$ cat src/rtl/volume_meter.sv
// Multi-channel volume meter: per-channel windowed mean of |sample| rendered as a thermometer bar.
// Optional peak-hold/decay output when VOLUME_PEAK_HOLD_EN is defined.
module volume_meter #(
    parameter int SAMPLE_W     = 8,
    parameter int LOG2_WINDOW  = 8,
    parameter int CHANNELS     = 2,
    parameter int HOLD_WINDOWS = 4,
    localparam int CH_W        = (CHANNELS > 1) ? $clog2(CHANNELS) : 1
) (
    input  logic                         clk,
    input  logic                         reset,
    input  logic [SAMPLE_W-1:0]          sample,
    input  logic [CH_W-1:0]              chan,
    input  logic                         start,
    input  logic                         clear,
    output logic                         finish,
    output logic [CHANNELS*SAMPLE_W-1:0] outVolume,
    output logic [CHANNELS*SAMPLE_W-1:0] peakVolume,
    output logic                         vol_valid,
    output logic                         overrun
);

    localparam int SUM_W = SAMPLE_W + LOG2_WINDOW;
    localparam logic [CH_W:0] CH_LIMIT = (CH_W+1)'(CHANNELS);
    localparam logic [LOG2_WINDOW-1:0] COUNT_LAST = '1;

    if (CHANNELS < 1 || CHANNELS > 8 || HOLD_WINDOWS < 0) begin : g_bad_params
        $error("volume_meter: unsupported parameter values");
    end

    // Handshake: a start is taken only on a cycle where finish is high; a start
    // seen while finish is low is dropped and latches overrun until reset/clear.
    typedef enum logic [1:0] {IDLE, ACCUM, AVERAGE, UPDATE} state_t;
    state_t state;

    logic [SAMPLE_W-1:0]    lat_sample;
    logic [CH_W-1:0]        lat_ch;
    logic                   lat_ok;
    logic [SAMPLE_W-1:0]    new_bar;
    logic [SUM_W-1:0]       sum_q   [CHANNELS];
    logic [LOG2_WINDOW-1:0] count_q [CHANNELS];
    logic [SAMPLE_W-1:0]    bar_q   [CHANNELS];

    logic [SAMPLE_W-1:0] mag;
    logic [SAMPLE_W-1:0] avg;
    logic [SAMPLE_W-1:0] bar_calc;
    logic [SUM_W-1:0]    sum_next;

    always_comb begin
        mag      = lat_sample[SAMPLE_W-1] ? (~lat_sample + 1'b1) : lat_sample;
        sum_next = sum_q[lat_ch] + SUM_W'(mag);
        avg      = sum_q[lat_ch][SUM_W-1:LOG2_WINDOW];
        bar_calc = '0;
        // Bar bit p lights when avg has any bit at or above SAMPLE_W-1-p.
        for (int p = 0; p < SAMPLE_W; p++) begin
            bar_calc[p] = |(avg >> (SAMPLE_W - 1 - p));
        end
    end

    always_ff @(posedge clk) begin
        if (reset || clear) begin
            state      <= IDLE;
            vol_valid  <= 1'b0;
            overrun    <= 1'b0;
            lat_sample <= '0;
            lat_ch     <= '0;
            lat_ok     <= 1'b0;
            new_bar    <= '0;
            for (int c = 0; c < CHANNELS; c++) begin
                sum_q[c]   <= '0;
                count_q[c] <= '0;
                bar_q[c]   <= '0;
            end
        end else begin
            vol_valid <= 1'b0;
            if (start && state != IDLE) begin
                overrun <= 1'b1;
            end
            case (state)
                IDLE: begin
                    if (start) begin
                        lat_sample <= sample;
                        lat_ch     <= chan;
                        lat_ok     <= ({1'b0, chan} < CH_LIMIT);
                        state      <= ACCUM;
                    end
                end
                ACCUM: begin
                    if (lat_ok) begin
                        sum_q[lat_ch]   <= sum_next;
                        count_q[lat_ch] <= count_q[lat_ch] + 1'b1;
                        state <= (count_q[lat_ch] == COUNT_LAST) ? AVERAGE : IDLE;
                    end else begin
                        state <= IDLE;
                    end
                end
                AVERAGE: begin
                    new_bar       <= bar_calc;
                    sum_q[lat_ch] <= '0;
                    state         <= UPDATE;
                end
                UPDATE: begin
                    bar_q[lat_ch] <= new_bar;
                    vol_valid     <= 1'b1;
                    state         <= IDLE;
                end
                default: state <= IDLE;
            endcase
        end
    end

    assign finish = (state == IDLE);

    always_comb begin
        outVolume = '0;
        for (int c = 0; c < CHANNELS; c++) begin
            outVolume[c*SAMPLE_W +: SAMPLE_W] = bar_q[c];
        end
    end

`ifdef VOLUME_PEAK_HOLD_EN
    localparam int HOLD_W = (HOLD_WINDOWS > 0) ? $clog2(HOLD_WINDOWS + 1) : 1;
    localparam logic [HOLD_W-1:0] HOLD_INIT = HOLD_W'(HOLD_WINDOWS);

    logic [SAMPLE_W-1:0] peak_q [CHANNELS];
    logic [HOLD_W-1:0]   hold_q [CHANNELS];

    // Peak follows rising bars instantly, then drops one segment per window once hold expires.
    always_ff @(posedge clk) begin
        if (reset || clear) begin
            for (int c = 0; c < CHANNELS; c++) begin
                peak_q[c] <= '0;
                hold_q[c] <= '0;
            end
        end else if (state == UPDATE) begin
            if (new_bar >= peak_q[lat_ch]) begin
                peak_q[lat_ch] <= new_bar;
                hold_q[lat_ch] <= HOLD_INIT;
            end else if (hold_q[lat_ch] != '0) begin
                hold_q[lat_ch] <= hold_q[lat_ch] - 1'b1;
            end else begin
                peak_q[lat_ch] <= peak_q[lat_ch] << 1;
            end
        end
    end

    always_comb begin
        peakVolume = '0;
        for (int c = 0; c < CHANNELS; c++) begin
            peakVolume[c*SAMPLE_W +: SAMPLE_W] = peak_q[c];
        end
    end
`else
    assign peakVolume = outVolume;
`endif

endmodule
$ cat config.mk
export PLATFORM = sky130hd
export DESIGN_NAME = volume_meter
export DESIGN_NICKNAME = d
export VERILOG_FILES = /design/src/rtl/volume_meter.sv
export SDC_FILE = /design/constraint.sdc
export NUM_CORES = 1
export LEC_CHECK = 0
export BUFFER_PORTS_ARGS = -buffer_cell sky130_fd_sc_hd__buf_2
export CAP_MARGIN = 20
export CORE_MARGIN = 8
export CORE_UTILIZATION = 63
export CTS_BUF_LIST = sky130_fd_sc_hd__clkbuf_16
export CTS_CLUSTER_DIAMETER = 150
export CTS_CLUSTER_SIZE = 16
export DETAILED_ROUTE_END_ITERATION = 8
export PLACE_DENSITY = 0.84
export SYNTH_ARGS = -nofsm -noshare
export SYNTH_HDL_FRONTEND = slang
export SYNTH_SLANG_ARGS = --single-unit
$ cat constraint.sdc
create_clock -name clk -period 9.97 [get_ports clk]
set_input_delay 0.997 -clock clk [delete_from_list [all_inputs] [get_ports clk]]
set_output_delay 0.997 -clock clk [all_outputs]
set_load 0.03 [all_outputs]
Word level (Yosys, flattened, before mapping)
Memory sizes are Yosys's and may differ from the RTL's. A register that Yosys moved wholly into a read port is not among the register bits. Index checks and enable logic that the tools add are counted. W data, S select, Z words.

Bits in read-only memories: 0. Output and inout bits: 35. Memory bits (writable): 64. Flip-flop bits (word level): 22. Bits of input ports: 13. Bits in latches: 0. Memories kept: 3.

Multiplexer cells: 31. Equality and inequality tests: 5. Shift operators: 0. Magnitude comparators: 0. Bitwise operators: 2. Reductions and logical operators: 15. Add/subtract/negate cells: 3. Multipliers: 0. Div/mod/pow operators: 0.

Memories: sum_q (words 2, width 16, rd ports 1, clocked after memory_dff 1, wr ports 2, RTL line 40) `logic [SUM_W-1:0] sum_q [CHANNELS];`; bar_q (words 2, width 8, rd ports 2, clocked after memory_dff 0, wr ports 2, RTL line 42) `logic [SAMPLE_W-1:0] bar_q [CHANNELS];`; count_q (words 2, width 8, rd ports 1, clocked after memory_dff 1, wr ports 2, RTL line 41) `logic [LOG2_WINDOW-1:0] count_q [CHANNELS];`.

Operator list (number): $mux W16 (2); $mux W8 (3); $reduce_or A8 Y1 (3); $mux W1 (22); $add A16 B8 Y16 (1); $add A8 B1 Y8 const B (2); $reduce_or A16 Y1 (1); $eq A8 B8 Y1 const B (1); $not A8 Y8 (1); $pmux W2 S4 (1); $reduce_or A7 Y1 (1); $mux W2 (3); $reduce_or A6 Y1 (1); $reduce_or A5 Y1 (1); $eq A2 B2 Y1 const B (2); $reduce_or A4 Y1 (1); $reduce_or A3 Y1 (1); $eq A2 B1 Y1 const B (1); $logic_not A2 Y1 (1); $ne A2 B2 Y1 const B (1); $reduce_and A2 Y1 (1); $reduce_bool A2 Y1 (1); $reduce_or A2 Y1 (1); $logic_and A1 B1 Y1 (1); other kinds (2) (2).

Longest topological paths before layout
Gate-level depths: netlist (run 1).

Depth after elaboration: 7. Mapped depth: 14. Depth with buffers taken out: 12.

Worst setup path after synthesis (run 1)
No wires, ideal clock.

Kind: register to register. From: register (tool-made name). To: memory sum_q[0][10] in the netlist's numbering (data pin). Data arrival time: 3.052 ns. Slack: 6.654 ns. Stages on the path, launching flop included: 15. Library setup time: 0.264 ns. Clock period less this slack: 3.316 ns. Path buffers: 5. Path through: dfxtp_1 buf_4 buf_4 buf_4 buf_2 mux2_1 ha_1 fa_1 a21oi_2 nor3b_2 o41a_1 buf_6 and4_4 nor3b_2 nor3_1.

RTL lines (RTL line): to (decl) (40).

==> flow_metrics.py, run 1 <==
metrics = {
    "sta": {
        "tns_ps": 0,
        "relSlewSlack_pct": 28.4,
        "worstMarginPinSlew_ps": 1070,
        "fmax_ghz": 0.291,
        "period_minus_slack_ps": 3430,
        "drv_slew": 0,
        "setup_viol": 0,
        "hold_violations": 0,
        "finClkSkew_ps": 8.22,
        "rsz0062_at_grt": "false",
        "min_period_over_period_pct": 34.4,
    },
    "run": {
        "max_cap_viol_count": 0,
    },
    "die": {
        "pin_count": 48,
        "start_util_pct": 64.8,
        "die_area_um2": 9910,
        "die_w_um": 99.6,
        "core_um2": 6790,
        "fp-row-count": 30,
        "fp.dieH_um": 99.6,
    },
    "cells_and_area": {
        "fillers": 471,
        "fin_nets": 465,
        "diodes": 0,
        "drive_gt1_share_pct": 17.5,
        "area_delta_synth_final_pct": 10.7,
    },
    "global_route": {
        "grt_pass1_vias": 3076,
        "grt_usage_pct": 18.6,
        "grt_max_degree": 45,
        "grt_first_pass_wirelength_mm": 14.5,
        "grt_antenna_before_repair": 0,
        "grt_overflow": 0,
    },
    "clock_network": {
        "worstSkewPairLatency_ps": 340,
        "cts_tree": "built",
        "h-tree-depth": 3,
        "cts.hold.buffers_added": 0,
        "cts_sinks": 87,
        "postCtsSetupRepairBufs": 0,
        "cts.clk_slew.worst_paths_ps": 70,
        "post_cts_resized": 0,
        "clk_path_buf_depth": 2,
        "root_buffer": "clkbuf_16",
        "cts_made_buffers": 9,
    },
    "outcome": {
        "status": "complete, no violations",
    },
    "logic_synthesis": {
        "syn_area_um2": 4400,
        "postSynthAreaPerCell_um2": 10.6,
        "netlist_instances": 415,
        "synth_ff_type": "edfxtp_1",
        "ys_seq_elements": 87,
        "async_flop_share_pct": 0,
        "ys_seq_area_share_pct": 54.2,
        "synth-edff-count": 64,
        "synth_fp_nets": 439,
        "synth_cell_types": 50,
        "yosysWarnings": 0,
    },
    "place": {
        "gp_congestion": 0.826,
        "numPortBuffers": 47,
        "hpwl_mm": 5.99,
    },
    "drt": {
        "drc": 0,
        "vias": 3154,
        "wl_per_cell_um": 16.6,
        "drt-total-wl_mm": 8.99,
        "antenna_left": 0,
        "firstDrtPassIters": 5,
        "vias_per_cell": 5.82,
        "drtIter0Drc": 191,
    },
    "power_and_ir_drop": {
        "p_leak_uw": 0.00199,
        "p_per_area_nw_per_um2": 165,
        "peakVddDrop_mv": 0.0870,
        "p_total_uw": 804,
    },
    "worst_setup_path": {
        "worst_setup_path_end_kind": "flip-flop",
        "crit_required_ps": 10020,
        "critPathMaxFanout": 44,
        "crit_arrival_ps": 3480,
        "worst-setup-path-type": "flip-flop to flip-flop",
        "start_kind": "flip-flop",
    },
    "hold_path": {
        "hp-class": "flip-flop to flip-flop",
        "min_from": "overrun",
    },
}
[synthesized netlist by cell type (9+ instances only)]
cell / number / area share (%)
ha_1: 10 / 2.8
edfxtp_1: 64 / 44
xnor2_1: 10 / 2.0
buf_4: 20 / 3.4
o21ai_0: 11 / 1.3
nand3_1: 9 / 1.0
nor2_1: 65 / 5.5
dfxtp_1: 23 / 10
nand2_1: 40 / 3.4
and2_1: 9 / 1.3
mux2i_1: 10 / 2.3
a21oi_1: 22 / 2.5
clkbuf_1: 13 / 1.1
xor2_1: 12 / 2.4
mux2_1: 9 / 2.3
[layout by cell type (no fill, tap or decap), types with 11 or more instances in the layout]
cell	synthesis	routed
o21ai_0	11	11
nor2_1	65	65
edfxtp_1	64	64
xor2_1	12	12
nand2_1	40	40
a21oi_1	22	22
buf_2	1	47
dfxtp_1	23	23
[report_power, final]
| part | switching, uW | internal, uW | total, uW |
|---|---|---|---|
| clock | 144 | 187 | 331 |
| combinational | 44.4 | 20.8 | 65.2 |
| sequential | 7.96 | 400 | 408 |
[area by class of cell]
class / instances / area, um2 / share of cell area (%)
Multi-Input combinational cell: 283 / 1770 / 36.3
Timing Repair Buffer: 50 / 265 / 5.45
Inverter: 10 / 37.5 / 0.771
Clock inverter: 6 / 47.5 / 0.976
Tap cell: 96 / 120 / 2.47
Sequential cell: 87 / 2380 / 48.9
Clock buffer: 10 / 250 / 5.14
[stage by stage]
step           hold slack, ps  instance area, um2  cells  util (%)  setup WS (ps)
2_1_floorplan             433                4400    415         -           6650
3_5_place_dp              438                4560    525      67.1           6570
3_3_place_gp              430                4560    525      67.1           6660
6_report                  448                4870    542      71.7           6540
5_1_grt                   482                4870    542      71.7           6410
4_1_cts                   449                4860    541      71.5           6560
[critical path: stages (launching register included)]
cell and delay [ps]:
dfxtp_1 310, buf_4 440, mux2_1 380, ha_1 230
fa_1 430, a21oi_2 180, nor3b_2 70, o41a_1 540
and4_4 280, nor3b_2 200, nor3_1 80
[sequential cells by signal, indices dropped and copies added (netlist names), named ones only]
register,cells
lat_ok,1
new_bar,8
state,1
count_q,16
bar_q,16
overrun,1
vol_valid,1
lat_ch,1
lat_sample,8
sum_q,32
[path summary, 6_finish.rpt]
kind | endpoint | slack (ps) | depth (start not counted)
min reg2reg | overrun | 450 | 2
max reg2reg | sum_q[1][10] | 6540 | 10
max | sum_q[1][10] | 6540 | 10
min | overrun | 450 | 2
[cells by family (layout without fill, tap and decap cells)]
logic type,after synthesis,after routing,share of synthesized area [%]
AOI/OAI and AO/OA,65,65,9.56
muxes,21,21,5.09
adders and majority gates,11,11,3.30
DFF,87,87,54.2
buffers and inverters,45,76,5.75
and+or+nand+nor,164,164,17.8
xor gates and xnor gates,22,22,4.38
[routing by layer]
layer	up-vias	GRT usage, %	routed length (um)
li1	1505	-	-
met1	1506	21.3	3770
met2	126	31.3	4370
met3	17	4.26	649
met4	0	10.5	193
met5	-	0	0
(Power assumes the default switching activity.)
==> inputs of run 2 (changes only) <==
CORE_UTILIZATION = 53   (was 63)
PLACE_DENSITY = 0.75   (was 0.84)
clock period = 2.85 ns   (was 9.97 ns; I/O delays follow)
==> run 2 against run 1 <==
Effect of this change: non-clock buffer count grew 14; critical path depth grew 2; largest power group unchanged; hold slack lost 270 ps; wire length shrank 1.1%; die area grew 16%; sequential cell count is the same; count of clock-buffer cells in the layout shrank 1; final area grew 4.2%; register-to-register slack lost 6400 ps; sequential power grew to 3.5 times the previous value; total power grew to 3.5 times the previous value; setup slack lost 6400 ps.
==> flow_metrics.py, run 2 (synthesis gave the netlist of run 1 again) <==
metrics = {
    "cells_and_area": {
        "layout.core_utilization_pct": 62.4,
        "regArea_um2": 2390,
        "diodes": 0,
        "area_delta_synth_final_pct": 15.4,
        "fin_nets": 479,
        "largest_reg_flops": 32,
        "drive_gt1_share_pct": 23.0,
        "largest_register": "sum_q",
        "multi_input_area_um2": 1860,
        "final_cell_mix": "nor2_1, edfxtp_1, buf_2",
        "mostFrequentLayoutCell": "nor2_1",
        "fin_cells": 565,
        "reg_top3": "sum_q (32), bar_q (16), count_q (16)",
        "fillers": 645,
    },
    "sta": {
        "worstMarginPinSlew_ps": 675,
        "period_minus_slack_ps": 2760,
        "fmax_ghz": 0.362,
        "setup_viol": 0,
        "fin_ws_ps": 89.3,
        "min_period_over_period_pct": 96.9,
        "tns_ps": 0,
        "finClkSkew_ps": 7.64,
        "relSlewSlack_pct": 54.7,
        "hold_violations": 0,
        "drv_slew": 0,
    },
    "worst_setup_path": {
        "start_kind": "flip-flop",
        "worst-setup-path-type": "flip-flop to flip-flop",
        "crit_arrival_ps": 2920,
        "critPathMaxFanout": 5,
        "crit_required_ps": 3010,
        "worst_setup_path_end_kind": "flip-flop",
    },
    "power_and_ir_drop": {
        "peakVddDrop_mv": 0.316,
        "p_leak_uw": 0.00208,
        "p_per_area_nw_per_um2": 554,
    },
    "global_route": {
        "grt_pass1_vias": 2976,
        "grt_max_degree": 25,
        "grt_antenna_before_repair": 0,
        "grt_overflow": 0,
        "grt_usage_pct": 15.7,
        "grt_first_pass_wirelength_mm": 14.1,
    },
    "drt": {
        "drtIter0Drc": 229,
        "vias": 3141,
        "firstDrtPassIters": 4,
        "wl_met1_mm": 3.94,
        "dr_wl_met2_mm": 3.96,
        "drc": 0,
        "vias_per_cell": 5.56,
        "wl_per_cell_um": 15.7,
        "drt-total-wl_mm": 8.88,
        "top_layer_used": "met4",
        "wl_met3_um": 783,
        "antenna_left": 0,
    },
    "die": {
        "die_area_um2": 11500,
        "fp.dieH_um": 107,
        "pin_count": 48,
        "die_w_um": 107,
        "start_util_pct": 54.1,
        "fp-row-count": 33,
        "core_um2": 8130,
    },
    "place": {
        "gp_congestion": 0.872,
        "dp.cells": 546,
        "hpwl_mm": 6.04,
        "numPortBuffers": 47,
        "dp_slack_ps": 10.1,
    },
    "clock_network": {
        "cts_tree": "built",
        "cts_sinks": 87,
        "h-tree-depth": 3,
        "worstSkewPairLatency_ps": 330,
        "clk_path_buf_depth": 2,
        "cts.hold.buffers_added": 0,
        "cts_made_buffers": 9,
        "cts.clk_slew.worst_paths_ps": 60,
        "root_buffer": "clkbuf_16",
    },
    "hold_path": {
        "hp-class": "primary input to flip-flop",
    },
    "outcome": {
        "status": "complete, no violations",
    },
    "run": {
        "max_cap_viol_count": 0,
    },
}
==> run 2: changes by cell type in the layout (fill, tap and decap cells not counted), moves of 3 or more <==
cell,before,now
dfxtp_1,23,20
buf_4,2,15
ha_1,10,7
ha_4,0,3
inv_6,3,0
==> run 2: worst paths after layout <==
kind                       from            end  slack (ps)  cells past startpoint
hold / removal        sample[3]  lat_sample[3]         180                      3
hold reg to reg         overrun        overrun         450                      2
setup reg to reg  lat_sample[3]   sum_q[0][10]          90                     12
setup / recovery  lat_sample[3]   sum_q[0][10]          90                     12
==> run 2: power breakdown <==
part	total, uW	switching, uW	internal (uW)
Sequential	1430	29.0	1400
Combinational	246	159	87.0
Clock	1140	464	672
Total	2810	652	2160
==> run 2: layout make-up <==
| type | instances | area share, % |
|---|---|---|
| clock buffers | 9 | 4.44 |
| clock inverters | 7 | 1.28 |
| inverters | 10 | 0.740 |
| multi-input cells | 283 | 36.6 |
| flip-flops and latches | 87 | 47.1 |
| well taps | 105 | 2.59 |
| repair buffers | 64 | 7.30 |
==> run 2: routing by layer <==
metal / track usage (%) / vias to the layer above
li1: - / 1532
met1: 19.3 / 1461
met2: 24.4 / 128
met3: 3.72 / 20
met4: 9.75 / 0
met5: 0 / -
==> run 2: per-stage QoR <==
stage	cell area (um2)	power, uW	hold WS (ps)
floorplan	4440	1630	421
global placement	4680	1680	429
detailed placement	4680	1690	437
CTS	4980	2820	175
global route	5070	2910	190
finish	5070	2810	175
==> run 2: repair_timing <==
action,in CTS,in global routing
pin swaps,1,13
buffers inserted,1,2
endpoints found under the setup margin,2,12
resized for setup,2,14
==> run 2: critical path, cell delays in order (launching register included) <==
cell     delay (ps)
dfxtp_2         350
nor3_4          220
nand3_2         120
nand2_1         100
xnor2_1         130
ha_1            330
a21oi_2         180
nand2_1          90
o41a_1          470
buf_6           170
a31oi_4         180
nor3b_2          80
nor3_1          170
